### src/rtl/datapath_ctrl_pkg.sv
// Shared decode constants, state encoding and decoded-instruction types for datapath_ctrl.
// The TRAP state only exists when DATAPATH_CTRL_TRAP_EN is defined.
package datapath_ctrl_pkg;

  localparam int OPC_HI = 15;
  localparam int OPC_LO = 13;
  localparam int OP_HI  = 12;
  localparam int OP_LO  = 11;
  localparam int RN_HI  = 10;
  localparam int RN_LO  = 8;
  localparam int RD_HI  = 7;
  localparam int RD_LO  = 5;
  localparam int SH_HI  = 4;
  localparam int SH_LO  = 3;
  localparam int RM_HI  = 2;
  localparam int RM_LO  = 0;
  localparam int IMM_HI = 7;

  localparam logic [2:0] OPC_MOV = 3'b110;
  localparam logic [2:0] OPC_ALU = 3'b101;

  localparam logic [1:0] OP_MOVR = 2'b00;
  localparam logic [1:0] OP_MOVI = 2'b10;
  localparam logic [1:0] OP_ADD  = 2'b00;
  localparam logic [1:0] OP_CMP  = 2'b01;
  localparam logic [1:0] OP_AND  = 2'b10;
  localparam logic [1:0] OP_MVN  = 2'b11;

  localparam logic [1:0] ALU_ADD  = 2'b00;
  localparam logic [1:0] ALU_SUB  = 2'b01;
  localparam logic [1:0] ALU_AND  = 2'b10;
  localparam logic [1:0] ALU_NOTB = 2'b11;

  typedef enum logic [2:0] {
    S_WAIT,
    S_DECODE,
    S_WRITE_IMM,
    S_GET_A,
    S_GET_B,
    S_ALU,
    S_WRITE_REG
`ifdef DATAPATH_CTRL_TRAP_EN
    , S_TRAP
`endif
  } state_t;

  typedef struct packed {
    logic [2:0] rn;
    logic [2:0] rd;
    logic [2:0] rm;
    logic [1:0] sh;
    logic [1:0] op;
  } fields_t;

  // One-hot instruction class; all-zero means illegal.
  typedef struct packed {
    logic movi;
    logic movr;
    logic add;
    logic cmp;
    logic land;
    logic mvn;
  } cls_t;

endpackage

### src/rtl/datapath_ctrl_instr_dec.sv
// Purely combinational instruction decoder: register fields, sign-extended imm8,
// one-hot class and illegal flag. Field positions assume a 16-bit instruction.
module instr_dec
  import datapath_ctrl_pkg::*;
#(
  parameter int WIDTH = 16
) (
  input  logic [WIDTH-1:0] i_ir,
  output fields_t          o_fld,
  output logic [WIDTH-1:0] o_sximm8,
  output cls_t             o_cls,
  output logic             o_illegal
);

  logic [2:0] w_opc;

  assign w_opc       = i_ir[OPC_HI:OPC_LO];
  assign o_fld.rn    = i_ir[RN_HI:RN_LO];
  assign o_fld.rd    = i_ir[RD_HI:RD_LO];
  assign o_fld.rm    = i_ir[RM_HI:RM_LO];
  assign o_fld.sh    = i_ir[SH_HI:SH_LO];
  assign o_fld.op    = i_ir[OP_HI:OP_LO];
  assign o_sximm8    = {{(WIDTH-8){i_ir[IMM_HI]}}, i_ir[IMM_HI:0]};

  always_comb begin
    o_cls = '0;
    case (w_opc)
      OPC_MOV: begin
        o_cls.movi = (o_fld.op == OP_MOVI);
        o_cls.movr = (o_fld.op == OP_MOVR);
      end
      OPC_ALU: begin
        case (o_fld.op)
          OP_ADD:  o_cls.add  = 1'b1;
          OP_CMP:  o_cls.cmp  = 1'b1;
          OP_AND:  o_cls.land = 1'b1;
          default: o_cls.mvn  = 1'b1;
        endcase
      end
      default: o_cls = '0;
    endcase
  end

  assign o_illegal = (o_cls == '0);

endmodule

### src/rtl/datapath_ctrl.sv
// Instruction-level sequencer for the 16-bit, 8-register datapath (Moore outputs).
// Define DATAPATH_CTRL_TRAP_EN to trap illegal instructions; otherwise they are NOPs.
module datapath_ctrl
  import datapath_ctrl_pkg::*;
#(
  parameter int WIDTH = 16
) (
  input  logic             clk,
  input  logic             reset_n,
  input  logic             s,
  input  logic [WIDTH-1:0] instr,
  output logic             w,
  output logic             err,
  output logic [2:0]       readnum,
  output logic [2:0]       writenum,
  output logic             loada,
  output logic             loadb,
  output logic             loadc,
  output logic             loads,
  output logic             write,
  output logic             vsel,
  output logic             asel,
  output logic             bsel,
  output logic [1:0]       shift,
  output logic [1:0]       ALUop,
  output logic [WIDTH-1:0] datapath_in
);

  state_t           r_state;
  state_t           w_state_nxt;
  logic [WIDTH-1:0] r_ir;
  fields_t          w_fld;
  cls_t             w_cls;
  logic             w_illegal;
  logic [WIDTH-1:0] w_sximm8;

  instr_dec #(.WIDTH(WIDTH)) u_dec (
    .i_ir      (r_ir),
    .o_fld     (w_fld),
    .o_sximm8  (w_sximm8),
    .o_cls     (w_cls),
    .o_illegal (w_illegal)
  );

  // Async reset drops the state to WAIT at once, so any in-flight strobe dies with it.
  always_ff @(posedge clk or negedge reset_n) begin
    if (!reset_n) begin
      r_state <= S_WAIT;
      r_ir    <= '0;
    end else begin
      r_state <= w_state_nxt;
      if (r_state == S_WAIT && s) r_ir <= instr;
    end
  end

  assign datapath_in = w_sximm8;

  always_comb begin
    w_state_nxt = r_state;
    w           = 1'b0;
    err         = 1'b0;
    readnum     = 3'd0;
    writenum    = 3'd0;
    loada       = 1'b0;
    loadb       = 1'b0;
    loadc       = 1'b0;
    loads       = 1'b0;
    write       = 1'b0;
    vsel        = 1'b0;
    asel        = 1'b0;
    bsel        = 1'b0;
    shift       = 2'b00;
    ALUop       = ALU_ADD;
    case (r_state)
      S_WAIT: begin
        w = 1'b1;
        if (s) w_state_nxt = S_DECODE;
      end
      S_DECODE: begin
        if (w_illegal) begin
`ifdef DATAPATH_CTRL_TRAP_EN
          w_state_nxt = S_TRAP;
`else
          w_state_nxt = S_WAIT;
`endif
        end else if (w_cls.movi) w_state_nxt = S_WRITE_IMM;
        else if (w_cls.movr || w_cls.mvn) w_state_nxt = S_GET_B;
        else if (w_cls.add || w_cls.cmp || w_cls.land) w_state_nxt = S_GET_A;
        else w_state_nxt = S_WAIT;
      end
      S_WRITE_IMM: begin
        writenum    = w_fld.rn;
        vsel        = 1'b1;
        write       = 1'b1;
        w_state_nxt = S_WAIT;
      end
      S_GET_A: begin
        readnum     = w_fld.rn;
        loada       = 1'b1;
        w_state_nxt = S_GET_B;
      end
      S_GET_B: begin
        readnum     = w_fld.rm;
        loadb       = 1'b1;
        w_state_nxt = S_ALU;
      end
      S_ALU: begin
        // MOV reg rides the adder with A forced to zero: C = 0 + sh(Rm).
        shift       = w_fld.sh;
        ALUop       = w_cls.movr ? ALU_ADD : w_fld.op;
        asel        = w_cls.movr | w_cls.mvn;
        loads       = w_cls.cmp;
        loadc       = ~w_cls.cmp;
        w_state_nxt = w_cls.cmp ? S_WAIT : S_WRITE_REG;
      end
      S_WRITE_REG: begin
        writenum    = w_fld.rd;
        write       = 1'b1;
        w_state_nxt = S_WAIT;
      end
`ifdef DATAPATH_CTRL_TRAP_EN
      S_TRAP: err = 1'b1;
`endif
      default: w_state_nxt = S_WAIT;
    endcase
  end

endmodule

### config.mk
export PLATFORM = sky130hd
export DESIGN_NAME = datapath_ctrl
export DESIGN_NICKNAME = d
export VERILOG_FILES = /design/src/rtl/datapath_ctrl_pkg.sv /design/src/rtl/datapath_ctrl_instr_dec.sv /design/src/rtl/datapath_ctrl.sv
export SDC_FILE = /design/constraint.sdc
export NUM_CORES = 1
export LEC_CHECK = 0
export BUFFER_PORTS_ARGS = -buffer_cell sky130_fd_sc_hd__buf_2
export CAP_MARGIN = 25
export CORE_ASPECT_RATIO = 1.2
export CORE_MARGIN = 4
export CORE_UTILIZATION = 49
export CTS_BUF_LIST = sky130_fd_sc_hd__clkbuf_16
export DETAILED_ROUTE_END_ITERATION = 8
export PLACE_DENSITY_LB_ADDON = 0.25
export SYNTH_ARGS = -nofsm -noshare
export SYNTH_HDL_FRONTEND = slang
export SYNTH_SLANG_ARGS = --single-unit
### constraint.sdc
create_clock -name clk -period 2.3 [get_ports clk]
set_clock_uncertainty 0.2 [all_clocks]
set_input_delay 0.345 -clock clk [delete_from_list [all_inputs] [get_ports clk]]
set_output_delay 0.345 -clock clk [all_outputs]
set_load 0.05 [all_outputs]
==> reports/results.ini <==
[clock_network]
max-clock-path-buffers=2
clock_latency_ns=0.25
cts_setup_buffers=0
cts_resized=0
cts_num_sinks=19
cts_hold_buf=1
cts_tree=built
numCtsBuffers=3
cts.clk_slew.worst_paths_ns=0.05
h-tree-depth=1
cts_root_buf=clkbuf_16

[logic_synthesis]
ys_warn_count=0
ys_ff_latch=19
syn_inst=102
synth_edf_count=0
syn_area_per_cell_um2=11.52
netlist_area_mm2=0.001175
synth.distinct_cells=35
synthArstFlopShare_pct=100.0
ys_seq_area_share_pct=40.47
synth-main-ff-cell=dfrtp_1

[sta]
tns_ns=0
min_period_over_period_pct=93.03
rsz0062_at_grt=no
maxSlewViolCount=0
finalHoldViolations=0
max_freq_ghz=0.4674
finalSetupViolCount=0
min_period_ns=2.140

[floorplanning]
num_rows=19
dieWidth_um=52.70
ios=55
initial_core_util_pct=51.48
core-area_mm2=0.002282
die_height_um=61.64
die_area_mm2=0.003248

[drt]
wl_per_cell_um=14.10
ant_nets=0
drcViolationCount=0
wirelength_um=2397
drt_iter0_drc=18
vias=869
dr.pass1.iters=4
viasPerCell=5.112

[critical_path]
crit_chain=nor3b_4 > a22o_1 > buf_2
r2r_cells=3
cp-start-kind=flip-flop
cp-end-kind=primary output
r2r_end=r_ir[4]
r2r-start=r_state[0]
arrival_ns=1.59
crit_slowest_cell=dfrtp_1
path_max_fanout=13
cp_data_required_time_ns=1.75
endpoint=readnum[0]
reg2reg_slack_ns=0.52
crit_start=r_state[2]
critical_path_class=reg -> out
slowest_delay_ns=0.55

[run]
drv_cap=0

[grt]
antenna_found_initial=0
first_global_vias=821
grt_max_degree=20
grt_usage_pct=15.19
gr-total-overflow=0
grt_pass1_wl_um=3560

[place]
gp_congestion=0.7330
dpl.hpwl_um=1770
port_buffers=52
place_inst=165

[run_status]
status=completed

[layout]
num-nets-final=159
area_delta_synth_final_pct=20.23
layout_commonest_cell=buf_2
drive_above_1_share_pct=56.12
fin_cells=170
diodes=0
layout_common_cells=buf_2, dfrtp_1, mux2_4

[worst_hold_path]
hold_class=in -> reg

## synth_stat cells (2+ instances only)
cell / count / area [µm²]
mux2_2: 6 / 67.56
nand2_1: 2 / 7.510
nor2_1: 7 / 26.28
mux2i_1: 3 / 30.03
inv_1: 2 / 7.510
and2_1: 4 / 25.02
mux2_4: 10 / 150.1
buf_4: 18 / 135.1
o21ai_0: 2 / 10.01
and3_1: 2 / 12.51
a211oi_1: 2 / 15.01
dfrtp_1: 19 / 475.5
a22o_1: 3 / 26.28
## cell type report
cell class	instances	area (µm²)
Inverter	2	7.507
Fill cell	198	869.6
Multi-Input combinational cell	60	534.3
Clock buffer	3	75.07
Tap cell	31	38.79
Sequential cell	19	475.5
Clock inverter	1	3.754
Timing Repair Buffer	54	277.8
## stage by stage
| step | hold slack [ns] | util, % | instance area [µm²] | setup slack [ns] |
|---|---|---|---|---|
| 5_1_grt | 0.1199 | 61.90 | 1413 | 0.07806 |
| 3_5_place_dp | 0.1073 | 58.00 | 1324 | 0.4524 |
| 6_report | 0.1213 | 61.90 | 1413 | 0.1603 |
| 3_3_place_gp | 0.1055 | 58.00 | 1324 | 0.4804 |
| 4_1_cts | 0.1199 | 61.90 | 1413 | 0.1692 |
| 2_1_floorplan | -0.1506 | - | 1192 | -0.003779 |
## logic make-up after synthesis
| logic type | count (synthesis) | share of synthesized area (%) |
|---|---|---|
| simple gates | 26 | 13.95 |
| buf+inv | 24 | 15.55 |
| mux | 19 | 21.09 |
| flops | 19 | 40.47 |
| compound gates | 13 | 8.626 |
| other cells | 1 | 0.3192 |
## sequential cells by signal (all words and copies together), names as in the netlist
| register | flops |
|---|---|
| r_ir | 16 |
| r_state | 3 |
## worst max-delay path, delay by kind of cell (launching register included)
kind,cells,cell delay (ns)
AO/OA/AOI/OAI,1,0.19
flip-flops,1,0.55
buffers and inverters,1,0.27
AND/OR/NAND/NOR,1,0.33
## how the worst min path moves through the flow
| stage | to | depth (start not counted) | startpoint |
|---|---|---|---|
| 2_1_floorplan | r_ir[0] | 0 | reset_n |
| 3_3_place_gp | r_ir[1] | 1 | reset_n |
| 3_5_place_dp | r_ir[0] | 1 | reset_n |
| 4_1_cts | r_ir[6] | 2 | instr[6] |
| 5_1_grt | r_ir[8] | 2 | instr[8] |
| 6_report | r_ir[6] | 2 | instr[6] |
## routing by layer
layer	vias up	track usage (%)	part of all wire (%)	wire, µm
li1	412	-	-	-
met1	411	17.96	41	989
met2	39	24.82	49	1173
met3	7	4.116	7.7	184
met4	0	8.759	2.0	48
met5	-	0	0	0
Power is not shown: default switching activity piles up to over one toggle a cycle in this logic, so the estimate is an artifact.
